## src/rtl/can_pkg.sv

```systemverilog
// Shared definitions for the CAN receive path: FSM states, field widths and
// frame timing constants.
package can_pkg;

    typedef enum logic [4:0] {
        S_IDLE,
        S_ID_A,
        S_RTR_SRR,
        S_IDE,
        S_ID_B,
        S_RTR,
        S_R1,
        S_R0,
        S_DLC,
        S_DATA,
        S_CRC,
        S_CRC_DEL,
        S_ACK_SLOT,
        S_ACK_DEL,
        S_EOF,
        S_INTERMISSION,
        S_ERROR
    } can_state_t;

    localparam logic [14:0] CRC_POLY = 15'h4599;

    localparam int unsigned ID_A_W           = 11;
    localparam int unsigned ID_B_W           = 18;
    localparam int unsigned DLC_W            = 4;
    localparam int unsigned DATA_W           = 64;
    localparam int unsigned CRC_W            = 15;
    localparam int unsigned EOF_LEN          = 7;
    localparam int unsigned INTERMISSION_LEN = 3;
    localparam int unsigned ERROR_IDLE       = 11;
    localparam int unsigned STUFF_LIMIT      = 5;

    // Number of DATA bits carried by a frame; remote frames carry none.
    function automatic logic [6:0] data_bits(input logic [3:0] dlc, input logic rtr);
        if (rtr || dlc == 4'd0)
            return 7'd0;
        else if (dlc >= 4'd8)
            return 7'd64;
        else
            return {dlc[2:0], 3'b000};
    endfunction

endpackage

```

## src/rtl/can_destuffer.sv

```systemverilog
// Bit-stuffing tracker: flags stuff bits to be dropped and stuff violations.
// Run length counts every received bit, stuff bits included.
module can_destuffer
    import can_pkg::*;
(
    input  logic clock,
    input  logic reset,
    input  logic bit_event,
    input  logic rx_bit,
    input  logic enable,
    input  logic restart,
    output logic data_valid,
    output logic stuff_error
);

    logic [2:0] run_len;
    logic       run_val;
    logic       stuff_slot;

    assign stuff_slot  = (run_len == 3'(STUFF_LIMIT));
    assign data_valid  = bit_event & ~(enable & stuff_slot);
    assign stuff_error = bit_event & enable & stuff_slot & (rx_bit == run_val);

    always_ff @(posedge clock or negedge reset) begin
        if (!reset) begin
            run_len <= '0;
            run_val <= 1'b1;
        end else if (bit_event) begin
            if (restart || (enable && (stuff_slot || rx_bit != run_val))) begin
                run_len <= 3'd1;
                run_val <= rx_bit;
            end else if (enable) begin
                run_len <= run_len + 3'd1;
            end
        end
    end

endmodule

```

## src/rtl/can_frame_decoder.sv

```systemverilog
// CAN 2.0A/2.0B receive frame decoder: destuffs the sampled bit stream, walks
// the frame fields, holds every decoded field and checks CRC-15 and form.
module can_frame_decoder
    import can_pkg::*;
(
    input  logic                clock,
    input  logic                reset,
    input  logic                rx_bit,
    input  logic                sample_point,
    output logic                field_start_of_frame,
    output logic [ID_A_W-1:0]   field_id_a,
    output logic                rtr_srr_temp,
    output logic                field_ide,
    output logic                field_rtr,
    output logic                field_srr,
    output logic                field_reserved1,
    output logic                field_reserved0,
    output logic [ID_B_W-1:0]   field_id_b,
    output logic [DLC_W-1:0]    field_dlc,
    output logic [DATA_W-1:0]   field_data,
    output logic [CRC_W-1:0]    field_crc,
    output logic                field_crc_delimiter,
    output logic                field_ack_slot,
    output logic                field_ack_delimiter,
    output logic                frame_done,
    output logic                crc_error,
    output logic                stuff_error,
    output logic                form_error
);

    can_state_t        state, state_d;
    logic [6:0]        cnt, cnt_d;
    logic              sp_q, bit_ev, dv, stuff_hit, destuff_en, crc_en, sof_hit;
    logic              done_d, crc_err_d, form_err_d, stuff_err_d, crc_fb;
    logic [CRC_W-1:0]  crc_reg, crc_next, crc_seq_next;
    logic [DLC_W-1:0]  dlc_next;
    logic [6:0]        data_len;

    assign bit_ev     = sample_point & ~sp_q;
    assign destuff_en = state inside {S_ID_A, S_RTR_SRR, S_IDE, S_ID_B, S_RTR, S_R1,
                                      S_R0, S_DLC, S_DATA, S_CRC};
    assign crc_en     = destuff_en && (state != S_CRC);
    // A dominant bit in INTERMISSION is taken as SOF rather than a form error.
    assign sof_hit    = bit_ev & ~rx_bit & ((state == S_IDLE) || (state == S_INTERMISSION));

    can_destuffer u_destuffer (
        .clock       (clock),
        .reset       (reset),
        .bit_event   (bit_ev),
        .rx_bit      (rx_bit),
        .enable      (destuff_en),
        .restart     (sof_hit),
        .data_valid  (dv),
        .stuff_error (stuff_hit)
    );

    assign crc_fb       = rx_bit ^ crc_reg[CRC_W-1];
    assign crc_next     = {crc_reg[CRC_W-2:0], 1'b0} ^ (crc_fb ? CRC_POLY : '0);
    assign crc_seq_next = {field_crc[CRC_W-2:0], rx_bit};
    assign dlc_next     = {field_dlc[DLC_W-2:0], rx_bit};
    assign data_len     = data_bits(field_dlc, field_rtr);

    always_ff @(posedge clock or negedge reset) begin
        if (!reset) begin
            state <= S_IDLE;
            cnt   <= '0;
            sp_q  <= 1'b0;
        end else begin
            state <= state_d;
            cnt   <= cnt_d;
            sp_q  <= sample_point;
        end
    end

    always_comb begin
        state_d     = state;
        cnt_d       = cnt;
        done_d      = 1'b0;
        crc_err_d   = 1'b0;
        form_err_d  = 1'b0;
        stuff_err_d = 1'b0;
        if (stuff_hit) begin
            stuff_err_d = 1'b1;
            state_d     = S_ERROR;
            cnt_d       = '0;
        end else if (dv) begin
            case (state)
                S_IDLE, S_INTERMISSION: begin
                    if (!rx_bit) begin
                        state_d = S_ID_A;
                        cnt_d   = '0;
                    end else if (state == S_INTERMISSION) begin
                        if (cnt == 7'(INTERMISSION_LEN - 1)) begin
                            state_d = S_IDLE;
                            cnt_d   = '0;
                        end else begin
                            cnt_d = cnt + 7'd1;
                        end
                    end
                end
                S_ID_A: begin
                    if (cnt == 7'(ID_A_W - 1)) begin
                        state_d = S_RTR_SRR;
                        cnt_d   = '0;
                    end else begin
                        cnt_d = cnt + 7'd1;
                    end
                end
                S_RTR_SRR: state_d = S_IDE;
                S_IDE:     state_d = rx_bit ? S_ID_B : S_R0;
                S_ID_B: begin
                    if (cnt == 7'(ID_B_W - 1)) begin
                        state_d = S_RTR;
                        cnt_d   = '0;
                    end else begin
                        cnt_d = cnt + 7'd1;
                    end
                end
                S_RTR: state_d = S_R1;
                S_R1:  state_d = S_R0;
                S_R0:  state_d = S_DLC;
                S_DLC: begin
                    if (cnt == 7'(DLC_W - 1)) begin
                        state_d = (data_bits(dlc_next, field_rtr) == 7'd0) ? S_CRC : S_DATA;
                        cnt_d   = '0;
                    end else begin
                        cnt_d = cnt + 7'd1;
                    end
                end
                S_DATA: begin
                    if (cnt == data_len - 7'd1) begin
                        state_d = S_CRC;
                        cnt_d   = '0;
                    end else begin
                        cnt_d = cnt + 7'd1;
                    end
                end
                S_CRC: begin
                    if (cnt == 7'(CRC_W - 1)) begin
                        cnt_d = '0;
                        if (crc_seq_next != crc_reg) begin
                            crc_err_d = 1'b1;
                            state_d   = S_ERROR;
                        end else begin
                            state_d = S_CRC_DEL;
                        end
                    end else begin
                        cnt_d = cnt + 7'd1;
                    end
                end
                S_CRC_DEL, S_ACK_DEL: begin
                    if (!rx_bit) begin
                        form_err_d = 1'b1;
                        state_d    = S_ERROR;
                        cnt_d      = '0;
                    end else begin
                        state_d = (state == S_CRC_DEL) ? S_ACK_SLOT : S_EOF;
                    end
                end
                S_ACK_SLOT: state_d = S_ACK_DEL;
                S_EOF: begin
                    if (!rx_bit) begin
                        form_err_d = 1'b1;
                        state_d    = S_ERROR;
                        cnt_d      = '0;
                    end else if (cnt == 7'(EOF_LEN - 1)) begin
                        done_d  = 1'b1;
                        state_d = S_INTERMISSION;
                        cnt_d   = '0;
                    end else begin
                        cnt_d = cnt + 7'd1;
                    end
                end
                S_ERROR: begin
                    if (!rx_bit) begin
                        cnt_d = '0;
                    end else if (cnt == 7'(ERROR_IDLE - 1)) begin
                        state_d = S_IDLE;
                        cnt_d   = '0;
                    end else begin
                        cnt_d = cnt + 7'd1;
                    end
                end
                default: ;
            endcase
        end
    end

    always_ff @(posedge clock or negedge reset) begin
        if (!reset) begin
            field_start_of_frame <= 1'b0;
            field_id_a           <= '0;
            rtr_srr_temp         <= 1'b0;
            field_ide            <= 1'b0;
            field_rtr            <= 1'b0;
            field_srr            <= 1'b0;
            field_reserved1      <= 1'b0;
            field_reserved0      <= 1'b0;
            field_id_b           <= '0;
            field_dlc            <= '0;
            field_data           <= '0;
            field_crc            <= '0;
            field_crc_delimiter  <= 1'b0;
            field_ack_slot       <= 1'b0;
            field_ack_delimiter  <= 1'b0;
            crc_reg              <= '0;
            frame_done           <= 1'b0;
            crc_error            <= 1'b0;
            stuff_error          <= 1'b0;
            form_error           <= 1'b0;
        end else begin
            frame_done  <= done_d;
            crc_error   <= crc_err_d;
            stuff_error <= stuff_err_d;
            form_error  <= form_err_d;
            if (sof_hit) begin
                field_start_of_frame <= rx_bit;
                field_id_a           <= '0;
                rtr_srr_temp         <= 1'b0;
                field_ide            <= 1'b0;
                field_rtr            <= 1'b0;
                field_srr            <= 1'b0;
                field_reserved1      <= 1'b0;
                field_reserved0      <= 1'b0;
                field_id_b           <= '0;
                field_dlc            <= '0;
                field_data           <= '0;
                field_crc            <= '0;
                field_crc_delimiter  <= 1'b0;
                field_ack_slot       <= 1'b0;
                field_ack_delimiter  <= 1'b0;
                crc_reg              <= '0;
            end else if (dv) begin
                if (crc_en)
                    crc_reg <= crc_next;
                case (state)
                    S_ID_A:    field_id_a <= {field_id_a[ID_A_W-2:0], rx_bit};
                    S_RTR_SRR: rtr_srr_temp <= rx_bit;
                    S_IDE: begin
                        field_ide <= rx_bit;
                        if (rx_bit)
                            field_srr <= rtr_srr_temp;
                        else
                            field_rtr <= rtr_srr_temp;
                    end
                    S_ID_B:     field_id_b <= {field_id_b[ID_B_W-2:0], rx_bit};
                    S_RTR:      field_rtr <= rx_bit;
                    S_R1:       field_reserved1 <= rx_bit;
                    S_R0:       field_reserved0 <= rx_bit;
                    S_DLC:      field_dlc <= dlc_next;
                    S_DATA:     field_data <= {field_data[DATA_W-2:0], rx_bit};
                    S_CRC:      field_crc <= crc_seq_next;
                    S_CRC_DEL:  field_crc_delimiter <= rx_bit;
                    S_ACK_SLOT: field_ack_slot <= rx_bit;
                    S_ACK_DEL:  field_ack_delimiter <= rx_bit;
                    default: ;
                endcase
            end
        end
    end

endmodule

```

## config.mk

```make
export PLATFORM = sky130hd
export DESIGN_NAME = can_frame_decoder
export DESIGN_NICKNAME = d
export VERILOG_FILES = /design/src/rtl/can_pkg.sv /design/src/rtl/can_destuffer.sv /design/src/rtl/can_frame_decoder.sv
export SDC_FILE = /design/constraint.sdc
export NUM_CORES = 1
export LEC_CHECK = 0
export ABC_CLOCK_PERIOD_IN_PS = 7370
export CAP_MARGIN = 0
export CELL_PAD_IN_SITES_DETAIL_PLACEMENT = 1
export CELL_PAD_IN_SITES_GLOBAL_PLACEMENT = 1
export CORE_MARGIN = 2
export CORE_UTILIZATION = 30
export CTS_BUF_LIST = sky130_fd_sc_hd__clkbuf_8
export DETAILED_ROUTE_END_ITERATION = 10
export PLACE_DENSITY = 0.61
export SLEW_MARGIN = 10
export SYNTH_ARGS = -nofsm -noshare
export SYNTH_HDL_FRONTEND = slang
export SYNTH_SLANG_ARGS = --single-unit
export TNS_END_PERCENT = 10
```

## constraint.sdc

```tcl
create_clock -name clock -period 7.37 [get_ports clock]
set_input_delay 0.737 -clock clock [delete_from_list [all_inputs] [get_ports clock]]
set_output_delay 0.737 -clock clock [all_outputs]
set_load 0.02 [all_outputs]
```

* Word-level counts from Yosys, hierarchy flattened
Index checks and enable logic that the tools add are counted.
** Operators by class
- Add/sub/neg operators :: 3
- $lt $le $gt $ge :: 2
- Equal/unequal tests :: 40
- Mux-type cells :: 108
- Bitwise operators :: 13
- Reduce and logical (&&, ||, !) cells :: 54
** Operators with widths (number)
- 64-bit two-way mux :: 3
- 7-bit two-way mux :: 22
- 15-bit two-way mux :: 7
- 5-bit two-way mux :: 16
- 5-bit one-hot mux with 15 select lines :: 1
- 7-bit one-hot mux with 9 select lines :: 1
- 18-bit two-way mux :: 3
- 1-bit two-way mux :: 43
- 5-bit by 4-bit equality test with 1-bit output, second input constant :: 8
- 2-bit nonzero test :: 17
- 11-bit two-way mux :: 3
- 2-bit AND reduction :: 15
- 5-bit by 3-bit equality test with 1-bit output, second input constant :: 4
- 10-bit nonzero test :: 2
- 3-bit by 2-bit != test with 1-bit output, second input constant :: 6
- 16-bit nonzero test :: 1
- 15-bit != test :: 1
- 15-bit XOR :: 1
- 7-bit by 2-bit equality test with 1-bit output, second input constant :: 2
- 7-bit by 4-bit equality test with 1-bit output, second input constant :: 2
- 4-bit two-way mux :: 3
- 4-bit != test, second input constant :: 3
- 12-bit AND reduction :: 1
- 5-bit by 2-bit equality test with 1-bit output, second input constant :: 2
- other kinds (30) :: 53
** Storage, ports and cells
- Flip-flop bits (word level) :: 158
- Bits of input ports :: 4
- Output and inout port bits :: 126
- Word-level logic and storage cells :: 245

* Logic depth before layout (Yosys ltp)
- Depth after elaboration :: 13
- Mapped depth :: 10
- Mapped depth without buffers :: 9

* Hierarchy
A second synthesis with hierarchy kept.
** Unflattened totals
- Cells, all modules :: 840
- Area, all modules :: 7676.1 µm²
** By module, submodules not included
- can_frame_decoder :: instances 1, cells each 814, area each 7434.6 µm², sequential area each 3853.7 µm²
- can_destuffer :: instances 1, cells each 26, area each 241.5 µm², sequential area each 101.3 µm²

* Worst setup path after synthesis
OpenSTA, ideal clock, no wires.
- Path kind :: register -> register
- Start :: register field_rtr
- End :: register state[2]
- Setup time :: 77 ps
- Arrival :: 2523 ps
- Data required time :: 7293 ps
- Setup slack :: 4770 ps
- Stages on the path, launching flop included :: 11
- Buffers on the path :: 1
- Clock period less this slack :: 2600 ps
- Cell sequence :: dfrtp_1 -> buf_6 -> nor3b_2 -> inv_1 -> ha_1 -> xor2_1 -> nand3_1 -> a2111oi_4 -> o21ai_2 -> or4_1 -> a21oi_1
** On the way
- Cells in the longest elaborated chain, start to end :: 6
** RTL lines
- start: declaration :: RTL line can_frame_decoder.sv:14 : output logic field_rtr,
- start signal: assignment :: RTL line can_frame_decoder.sv:244 : field_rtr <= rtr_srr_temp;
- start signal: assignment :: RTL line can_frame_decoder.sv:247 : S_RTR: field_rtr <= rx_bit;
- 1-bit logical OR :: RTL line can_pkg.sv:39 : if (rtr || dlc == 4'd0)
- 7-bit two-way mux :: RTL line can_pkg.sv:39
- 7-bit by 1-bit subtractor with 7-bit output :: RTL line can_frame_decoder.sv:131 : if (cnt == data_len - 7'd1) begin
- 7-bit equality test :: RTL line can_frame_decoder.sv:131
- 3-bit by 2-bit != test with 1-bit output (no source line)
- 12-bit AND reduction (no source line)
- end signal: assignment :: RTL line can_frame_decoder.sv:69 : state <= state_d;
- end: declaration :: RTL line can_frame_decoder.sv:31 : can_state_t state, state_d;
Every way passes these cells.
A chain may end at the register's enable or synchronous reset.

* Worst setup path after layout
- Start :: register state[0]
- End :: register field_id_a[3]
** On the way
- Cells in the longest elaborated chain, start to end :: 7
- Elaborated cells between the ends (all ways) :: 22
- Classes of those cells :: eq/ne (11); mux (1); bitwise (4); reduce/logical (6)
** RTL lines
- 5-bit by 1-bit equality test with 1-bit output, or another cell as far along :: RTL line can_frame_decoder.sv:40, can_frame_decoder.sv:236
- 10-bit nonzero test :: RTL line can_frame_decoder.sv:40 : assign destuff_en = state inside {S_ID_A, S_RTR_SRR, S_IDE, S_ID_B, S_RTR, S_R1,
- 1-bit AND :: RTL line can_destuffer.sv:21 : assign data_valid = bit_event & ~(enable & stuff_slot);
- 1-bit NOT :: RTL line can_destuffer.sv:21
- 1-bit AND :: RTL line can_destuffer.sv:21
- 2-bit nonzero test (no source line)
- 2-bit AND reduction (no source line)
- end signal: assignment :: RTL line can_frame_decoder.sv:237 : S_ID_A: field_id_a <= {field_id_a[ID_A_W-2:0], rx_bit};
- end: declaration :: RTL line can_frame_decoder.sv:11 : output logic [ID_A_W-1:0] field_id_a,
Parallel ways exist; a longest one is shown, timed or not.

==> impl_metrics.py <==
metrics = {
    "drt": {
        "drc": 0,
        "drt-vias-per-instance": 5.019,
        "drt_iter0_drc": 387,
        "wl_per_cell_um": 17.36,
        "num_vias": 6494,
        "firstDrtPassIters": 4,
        "drtAntennaViolNets": 0,
        "drt_wl_total_mm": 22.46,
    },
    "final_layout": {
        "fill_cells": 2928,
        "nets": 956,
        "fin_util_pct": 37.43,
        "largest_reg_flops": 64,
        "top_regs": "field_data: 64 flops, field_id_b: 18 flops",
        "diodes": 0,
        "drive_gt1_share_pct": 7.925,
        "final_area_mm2": 0.009699,
        "area_delta_synth_final_pct": 23.44,
        "regMostFlops": "field_data",
        "fin_cells": 1294,
    },
    "job": {
        "maxCapViolCount": 0,
    },
    "floorplanning": {
        "initial_core_util_pct": 30.32,
        "core_mm2": 0.02591,
        "io_pins": 130,
        "design.die.area_mm2": 0.02750,
        "num_rows": 59,
        "die_x_um": 165.8,
        "die_y_um": 165.8,
    },
    "worst_setup_path": {
        "endpoint_kind": "register",
        "cp-start-kind": "register",
        "cp.arrival_ns": 3.62,
        "cp_max_fo": 25,
        "critical_path_class": "register to register",
        "reg2reg_depth": 6,
        "worstPathRequired_ns": 7.64,
    },
    "place": {
        "dp.cells": 1262,
        "io_buffers": 129,
        "gp_congestion": 0.8006,
        "placedInstanceArea_mm2": 0.009309,
        "dp.final_hpwl_mm": 14.66,
    },
    "logic_synthesis": {
        "syn_nets": 862,
        "yosysMostFrequentCell": "nand2_1",
        "synth_area_leaders": "dfrtp_1 50%, nand2_1 11%, a21oi_1 6.2%, mux2i_1 2.9%, o21ai_0 2.7%",
        "synth_area_mm2": 0.007858,
        "synthDistinctLibCells": 78,
        "synth_top_flop_cell": "dfrtp_1",
        "avgSynthCellArea_um2": 9.222,
        "synth_cells": 852,
        "synth.top_cell.area_share_pct": 50.00,
        "synth_edf_count": 0,
        "yosysWarnings": 0,
        "synth_largest_area_cell": "dfrtp_1",
        "ys_seq_elements": 158,
        "synth.top_cells.by_count": "221 x nand2_1, 157 x dfrtp_1, 97 x a21oi_1, 48 x nor2_1, 42 x o21ai_0",
        "async_flop_share_pct": 100.0,
        "ys_seq_area_share_pct": 50.33,
    },
    "clock_tree": {
        "cts-root-buf": "clkbuf_8",
        "insertion_delay_ns": 0.46,
        "cts_tree": "done",
        "post_cts.repair.setup_buffers": 0,
        "cts_made_buffers": 17,
        "clock-sinks": 158,
        "cts-resized-gates": 0,
        "path_clk_slew_ns": 0.10,
        "clockBufferDepth": 2,
        "holdBufCountCts": 0,
        "htree_num_levels": 4,
    },
    "power_and_ir_drop": {
        "p_leak_nw": 3.909,
        "p_per_area_mw_per_mm2": 299.8,
        "peakVddDrop_mv": 0.09053,
    },
    "timing": {
        "finalSetupViolCount": 0,
        "fin_setup_tns_ns": 0,
        "relSlewSlack_pct": 26.02,
        "whs_ns": 0.2859,
        "rsz0062_at_grt": "false",
        "max_freq_mhz": 298.6,
        "fin_crit_ns": 3.349,
        "maxSlewViolCount": 0,
        "finalHoldViolations": 0,
        "min_period_over_period_pct": 45.44,
        "skew_ns": 0.01559,
        "worst-slew-pin-transition_ns": 1.104,
    },
    "hold_path": {
        "hold_path_class": "input pin to async pin",
    },
    "global_route": {
        "grt_pass1_wl_mm": 37.20,
        "grt_max_degree": 81,
        "grt.total_usage_pct": 16.49,
        "antenna_found_initial": 0,
        "grt_pass1_vias": 6646,
        "overflow": 0,
    },
    "outcome": {
        "status": "complete, no violations",
    },
}
==> layout make-up <==
type                    count  area [µm²]  area share (%)
flip-flops and latches    158        3955           40.78
clock inverters            14       142.6           1.471
clock buffers              18       247.7           2.554
well taps                 335       419.2           4.321
multi-input cells         621        3541           36.51
inverters                  11       41.29          0.4257
repair buffers            137        1353           13.94
==> metrics by stage <==
stage	power (mW)	setup WS, ns
finish	2.908	4.021
global route	3.109	3.668
floorplan	1.958	4.770
global placement	2.257	3.901
detailed placement	2.281	3.878
CTS	2.945	4.011
==> worst paths after layout <==
check,start,endpoint,slack [ns]
setup / recovery,state[0],field_id_a[3],4.02
hold / removal,reset,cnt[6],0.29
setup reg to reg,state[0],field_id_a[3],4.02
hold reg to reg,field_start_of_frame,field_start_of_frame,0.49
max in group asynchronous,reset,field_data[16],5.48
min in group clock,field_start_of_frame,field_start_of_frame,0.49
==> worst max-delay path, stage by stage, from the launching register on <==
cell	delay, ns
dfrtp_1	0.71
nor4_2	0.60
a211o_1	0.23
o21ai_2	0.19
buf_4	0.26
nor3_2	0.91
o21ai_0	0.27
==> kinds of logic (layout without fill, tap and decap cells) <==
kind of cell / Yosys count / count (layout) / share of synthesized area (%)
AOI/OAI and AO/OA: 199 / 199 / 16.27
xor gates and xnor gates: 31 / 31 / 3.455
adders and majority gates: 6 / 6 / 0.9554
buffers and inverters: 73 / 180 / 4.841
DFF: 158 / 158 / 50.33
muxes: 28 / 28 / 3.646
and+or+nand+nor: 357 / 357 / 20.49
==> layer usage <==
layer  up-vias  track usage, %  share of wire, %
li1       3095               -                 -
met1      3263           23.62                49
met2       120           26.09                47
met3        16           2.574               2.9
met4         0           4.272               1.1
met5         -               0                 0
==> where the power goes <==
group / total [mW] / switching (mW) / internal, mW
combinational: 1.03 / 0.591 / 0.437
sequential: 1.23 / 0.233 / 0.998
clock: 0.650 / 0.389 / 0.261
==> cells in the final DEF, fill, tap and decap left out, drive strengths merged, types with 6 or more instances in the layout <==
cell type      instances
a21oi                 98
or3                    6
nor2                  50
inv                   19
xor2                  16
nand2                222
nand3                 18
o2111ai                6
xnor2                 15
clkbuf                18
o21ai                 44
buf                    9
mux2i                 23
ha                     6
dfrtp                157
o311ai                 6
or2                    7
nor3                  12
clkdlybuf4s50        128
nor4                   9
Note: power is estimated with default switching activity, not from simulation.
